==> src/rtl/ring_slot_scheduler_if.sv <==
// Bus bundle for ring_slot_scheduler: slot/request/release inputs and grant/status outputs.
interface ring_slot_scheduler_if #(
    parameter int unsigned ERR_W = 8
);
    logic [3:0]       slot;
    logic [3:0]       req;
    logic [3:0]       done;
    logic [3:0]       grant;
    logic             busy;
    logic [1:0]       slot_idx;
    logic             onehot_err;
    logic             timeout;
    logic [ERR_W-1:0] err_count;

    // Upstream side: drives slot/req/done, observes grant and status.
    modport master (
        output slot, req, done,
        input  grant, busy, slot_idx, onehot_err, timeout, err_count
    );

    // Scheduler side.
    modport slave (
        input  slot, req, done,
        output grant, busy, slot_idx, onehot_err, timeout, err_count
    );
endinterface

==> src/rtl/ring_slot_scheduler.sv <==
// Time-slot driven single-owner arbiter with hold timeout and one-hot slot checking.
module ring_slot_scheduler #(
    parameter int unsigned MAX_HOLD = 8,
    parameter int unsigned ERR_W    = 8
) (
    input  logic                  clk,
    input  logic                  rst,
    ring_slot_scheduler_if.slave  bus
);
    localparam logic [1:0] ST_IDLE    = 2'd0;
    localparam logic [1:0] ST_ACTIVE  = 2'd1;
    localparam logic [1:0] ST_RELEASE = 2'd2;

    localparam int unsigned      HOLD_W   = 8;
    localparam logic [HOLD_W-1:0] HOLD_MAX = HOLD_W'(MAX_HOLD);

    logic [1:0]        state_q, state_d;
    logic [1:0]        owner_q, owner_d;
    logic [HOLD_W-1:0] hold_q, hold_d;
    logic [3:0]        grant_q, grant_d;
    logic              busy_q, busy_d;
    logic              timeout_q, timeout_d;
    logic [1:0]        idx_q;
    logic              oerr_q;
    logic [ERR_W-1:0]  err_q;

    logic              slot_valid;
    logic [1:0]        slot_bin;

    // Decode the slot vector: valid only when exactly one bit is set.
    always_comb begin
        slot_valid = 1'b0;
        slot_bin   = 2'd0;
        case (bus.slot)
            4'b0001: begin slot_valid = 1'b1; slot_bin = 2'd0; end
            4'b0010: begin slot_valid = 1'b1; slot_bin = 2'd1; end
            4'b0100: begin slot_valid = 1'b1; slot_bin = 2'd2; end
            4'b1000: begin slot_valid = 1'b1; slot_bin = 2'd3; end
            default: begin slot_valid = 1'b0; slot_bin = 2'd0; end
        endcase
    end

    // Next-state and next-output logic of the grant FSM.
    always_comb begin
        state_d   = state_q;
        owner_d   = owner_q;
        hold_d    = hold_q;
        grant_d   = 4'b0000;
        timeout_d = 1'b0;
        case (state_q)
            ST_IDLE: begin
                if (slot_valid && bus.req[slot_bin]) begin
                    state_d = ST_ACTIVE;
                    owner_d = slot_bin;
                    hold_d  = HOLD_W'(1);
                    grant_d = 4'b0001 << slot_bin;
                end
            end
            ST_ACTIVE: begin
                // Owner release wins over timeout in the last permitted cycle.
                if (bus.done[owner_q]) begin
                    state_d = ST_RELEASE;
                end else if (hold_q == HOLD_MAX) begin
                    state_d   = ST_RELEASE;
                    timeout_d = 1'b1;
                end else begin
                    hold_d  = hold_q + HOLD_W'(1);
                    grant_d = grant_q;
                end
            end
            ST_RELEASE: begin
                state_d = ST_IDLE;
                hold_d  = '0;
            end
            default: begin
                state_d = ST_IDLE;
                hold_d  = '0;
            end
        endcase
        busy_d = (state_d != ST_IDLE);
    end

    // FSM state and registered grant/status outputs.
    always_ff @(posedge clk or posedge rst) begin
        if (rst) begin
            state_q   <= ST_IDLE;
            owner_q   <= 2'd0;
            hold_q    <= '0;
            grant_q   <= 4'b0000;
            busy_q    <= 1'b0;
            timeout_q <= 1'b0;
        end else begin
            state_q   <= state_d;
            owner_q   <= owner_d;
            hold_q    <= hold_d;
            grant_q   <= grant_d;
            busy_q    <= busy_d;
            timeout_q <= timeout_d;
        end
    end

    // Slot checking runs in every FSM state; the error counter saturates.
    always_ff @(posedge clk or posedge rst) begin
        if (rst) begin
            idx_q  <= 2'd0;
            oerr_q <= 1'b0;
            err_q  <= '0;
        end else begin
            oerr_q <= ~slot_valid;
            if (slot_valid) begin
                idx_q <= slot_bin;
            end else if (err_q != {ERR_W{1'b1}}) begin
                err_q <= err_q + ERR_W'(1);
            end
        end
    end

    assign bus.grant      = grant_q;
    assign bus.busy       = busy_q;
    assign bus.slot_idx   = idx_q;
    assign bus.onehot_err = oerr_q;
    assign bus.timeout    = timeout_q;
    assign bus.err_count  = err_q;

endmodule

==> src/flat_wrapper.sv <==
// flat-port wrapper written by rule: the top's interface ports become plain ports
module ring_slot_scheduler_flat 
#(
    parameter int unsigned MAX_HOLD = 8,
    parameter int unsigned ERR_W    = 8
)
  (clk, rst, bus_slot, bus_req, bus_done, bus_grant, bus_busy, bus_slot_idx, bus_onehot_err, bus_timeout, bus_err_count);
  ring_slot_scheduler_if #(.ERR_W(ERR_W)) bus_i ();
  input  logic clk;
  input  logic rst;
  input wire logic [$bits(bus_i.slot)-1:0] bus_slot;
  input wire logic [$bits(bus_i.req)-1:0] bus_req;
  input wire logic [$bits(bus_i.done)-1:0] bus_done;
  output wire logic [$bits(bus_i.grant)-1:0] bus_grant;
  output wire logic [$bits(bus_i.busy)-1:0] bus_busy;
  output wire logic [$bits(bus_i.slot_idx)-1:0] bus_slot_idx;
  output wire logic [$bits(bus_i.onehot_err)-1:0] bus_onehot_err;
  output wire logic [$bits(bus_i.timeout)-1:0] bus_timeout;
  output wire logic [$bits(bus_i.err_count)-1:0] bus_err_count;
  assign bus_i.slot = bus_slot;
  assign bus_i.req = bus_req;
  assign bus_i.done = bus_done;
  assign bus_grant = bus_i.grant;
  assign bus_busy = bus_i.busy;
  assign bus_slot_idx = bus_i.slot_idx;
  assign bus_onehot_err = bus_i.onehot_err;
  assign bus_timeout = bus_i.timeout;
  assign bus_err_count = bus_i.err_count;
  ring_slot_scheduler #(.MAX_HOLD(MAX_HOLD), .ERR_W(ERR_W)) u_core (.clk(clk), .rst(rst), .bus(bus_i));
endmodule
==> config.mk <==
export PLATFORM = sky130hd
export DESIGN_NAME = ring_slot_scheduler_flat
export DESIGN_NICKNAME = d
export VERILOG_FILES = /design/src/rtl/ring_slot_scheduler_if.sv /design/src/rtl/ring_slot_scheduler.sv /design/src/flat_wrapper.sv
export SDC_FILE = /design/constraint.sdc
export NUM_CORES = 1
export LEC_CHECK = 0
export BUFFER_PORTS_ARGS = -buffer_cell sky130_fd_sc_hd__buf_2
export CAP_MARGIN = 10
export CORE_UTILIZATION = 51
export CTS_CLUSTER_DIAMETER = 120
export DETAILED_ROUTE_END_ITERATION = 8
export GPL_ROUTABILITY_DRIVEN = 0
export PLACE_DENSITY_LB_ADDON = 0.12
export SYNTH_ARGS = -nofsm -noshare
export SYNTH_HDL_FRONTEND = slang
export SYNTH_SLANG_ARGS = --single-unit
==> constraint.sdc <==
create_clock -name clk -period 2.2 [get_ports clk]
set_clock_uncertainty 0.2 [all_clocks]
set_input_delay 0.22 -clock clk [delete_from_list [all_inputs] [get_ports clk]]
set_output_delay 0.22 -clock clk [all_outputs]
set_load 0.005 [all_outputs]
==> results.md <==
* Initial drt markers at 28
* FF+latch count, synth at 29
* Site row count at 20
* RSZ-0062 raised after global routing: false
* Final hold slack at 0.0548 ns
* Area of the multi-input gates at 823 µm²
* Startpoint types: register
* Avg Inst Size Synth at between 10 and 15 µm²
* Initial Util at ~54%
* Hold Crit Start: bus_slot[3]
* I/O pin count at 31
* Relative slew slack at 71.5%
* Area grow syn2layout at 16.6%
* CP arrival at 2.08 ns
* Clk slew on worst S/H paths at around 0.090 ns
* Die height at 58.5 µm
* Number of routed nets with antenna violations at 0
* Max-cap violations at 0
* CP endpoint kind: register
* Top_reg_cell synth: dfrtp_1
* Die width at a little under 60 µm
* Number of cells produced by synthesis at 148
* EDFF count, synth at 0
* Clock Tree Buf Depth at 2
* Least-Margin Pin Slew at between 0.4 and 0.5 ns
* Max VDD drop at 0.614 mV
* Warnings, synthesis at 0
* HPWL after DPL at between 2000 and 2500 µm
* Routed wire length per instance at 13.3 µm
* Clk Latency, worst-skew pair at 0.33 ns
* Antenna cells at 0
* Max Fclk at 486 MHz
* CORE AREA at 0.00303 mm²
* Crit share post-route at 93.5%
* Drt first pass iters at 4
* CTS Buf Count at 5
* H-tree Lvls at 2
* Synth unique cells at 50
* Via count at 1263
* Post-CTS Resized at 0
* Reg area at between 700 and 800 µm²
* Nets at 204
* # clock sinks at 29
* PD cells at 885 mW/mm²
* Synthesized Nets at 165
* TritonCTS clock tree: done
* Seq/Total Area, Yosys at approximately 45%
* Slew Limit Fails at 0
* Clock tree root buffer cell: clkbuf_4
* Largest net degree at the start of global routing at 30
* First-pass GRT wire length at 5260 µm
* Worst Path Max Fanout at 7
* Final setup fails at 0
* Mapped cell area at 0.00163 mm²
* Worst hold path class: in -> reg
* CP Data Required Time at 2.22 ns
* Pleak at 0.936 nW
* Initial antenna violation count at 0
* RR Startpoint: u_core.hold_q[0]
* Minimum clock period at between 2 and 2.5 ns
* DRC violations left at 0
* Worst setup path class: reg -> reg
* Port Buf Inserts at 30
* Routed WL at 3060 µm
* Global Route Usage Sum at 20.7%
* Final TNS setup at 0 ns
* Vias in the first global route at 1204
* Status: completed
* Final hold vios at 0
* Power Total at 0.00168 W
* Die outline area at 0.00342 mm²
* Share of cells above drive strength 1 at roughly 34%
* Gr ovfl total at 0
* Worst setup startpoint: u_core.hold_q[0]
* Fill count at 240
* Ys async rst share at 100%
* Via density at 5.47
==> area by class of cell <==
class                           count  area share [%]
Inverter                            6            1.19
Clock buffer                        7            2.91
Timing Repair Buffer               38            11.2
Sequential cell                    29            38.3
Multi-Input combinational cell    107            43.5
Tap cell                           44            2.91
==> cells by family (layout without fill, tap and decap cells) <==
family                     count (synthesis)  count (layout)  synth area share, %
xor gates and xnor gates                   9               9                 4.85
buffers and inverters                     12              51                 4.70
DFF                                       29              29                 44.6
adders and majority gates                  3               3                 2.31
AOI/OAI and AO/OA                         32              32                 18.2
muxes                                      6               6                 4.16
and+or+nand+nor                           57              57                 21.2
==> Yosys cell counts (3+ instances only) <==
library cell  number  area share [%]
a21oi_1            3            0.92
a221o_1            3             1.8
and3_1             6             2.3
dfrtp_1           29              45
ha_1               3             2.3
inv_1              6             1.4
mux2_2             4             2.8
nand2_1            8             1.8
nand3_1            9             2.8
nor2_1             7             1.6
nor3_1             4             1.2
o21ai_0            6             1.8
xnor2_1            7             3.8
==> worst paths after layout <==
| check | slack (ns) | endpoint | cells past startpoint |
|---|---|---|---|
| setup / recovery | 0.14 | u_core.hold_q[5] | 7 |
| hold / removal | 0.05 | u_core.bus.slot_idx[1] | 3 |
| setup reg to reg | 0.14 | u_core.hold_q[5] | 7 |
| hold reg to reg | 0.30 | u_core.bus.grant[1] | 1 |
| max in group asynchronous | 1.23 | u_core.bus.busy | 4 |
| min in group asynchronous | 0.28 | u_core.bus.onehot_err | 4 |
==> flip-flops by register name, summed over array words and instances (netlist names), 2 cells and up <==
| name | flops |
|---|---|
| u_core.bus.err_count | 8 |
| u_core.bus.grant | 4 |
| u_core.owner_q | 2 |
| u_core.state_q | 2 |
| u_core.hold_q | 8 |
| u_core.bus.slot_idx | 2 |
==> per-layer routing <==
layer	vias to the layer above	part of all wire (%)	wire length, µm	GRT usage [%]
met3	7	3.8	117	4.62
met4	0	2.0	62	10.9
met5	-	0	0	0
li1	619	-	-	-
met2	28	47	1430	31.5
met1	609	48	1460	27.7
==> through the flow <==
step / utilization (%) / cells / setup slack, ns / instance area, µm²
after floorplan: - / 148 / 0.232 / 1630
after global placement: 60.2 / 222 / 0.115 / 1820
after detailed placement: 60.2 / 222 / 0.0308 / 1820
after CTS: 62.3 / 230 / 0.120 / 1890
after global routing: 62.6 / 231 / 0.0435 / 1890
final: 62.6 / 231 / 0.143 / 1890
==> power breakdown <==
group	switching, W	internal (W)
registers	0.000133	0.000664
logic	0.000249	0.000300
clock network	0.000181	0.000151
==> layout by cell type (no fill, tap or decap), types with 3 or more instances in the layout <==
cell type and n:
a221o_1 3, dfrtp_1 29, nand2_1 8, nand3_1 9
mux2_2 4, buf_4 7, nor3_1 4, and3_1 6
buf_2 30, nor2_1 7, a21oi_1 3, ha_1 3
clkbuf_4 5, inv_1 6, xnor2_1 7, o21ai_0 6
==> critical path, cell delays in order (launching register included) <==
cell	delay (ns)
dfrtp_1	0.37
inv_1	0.08
ha_1	0.19
and4bb_2	0.24
nand3_1	0.15
o311a_4	0.26
o31ai_4	0.11
a221o_1	0.36
==> repair_timing <==
| item | CTS | global route |
|---|---|---|
| endpoints found under the hold margin | 29 | 0 |
| buffers inserted | 0 | 1 |
| setup endpoints to repair | 0 | 1 |
| hold buffers | 1 | 0 |
No activity file was read; power rests on OpenSTA's default activity.
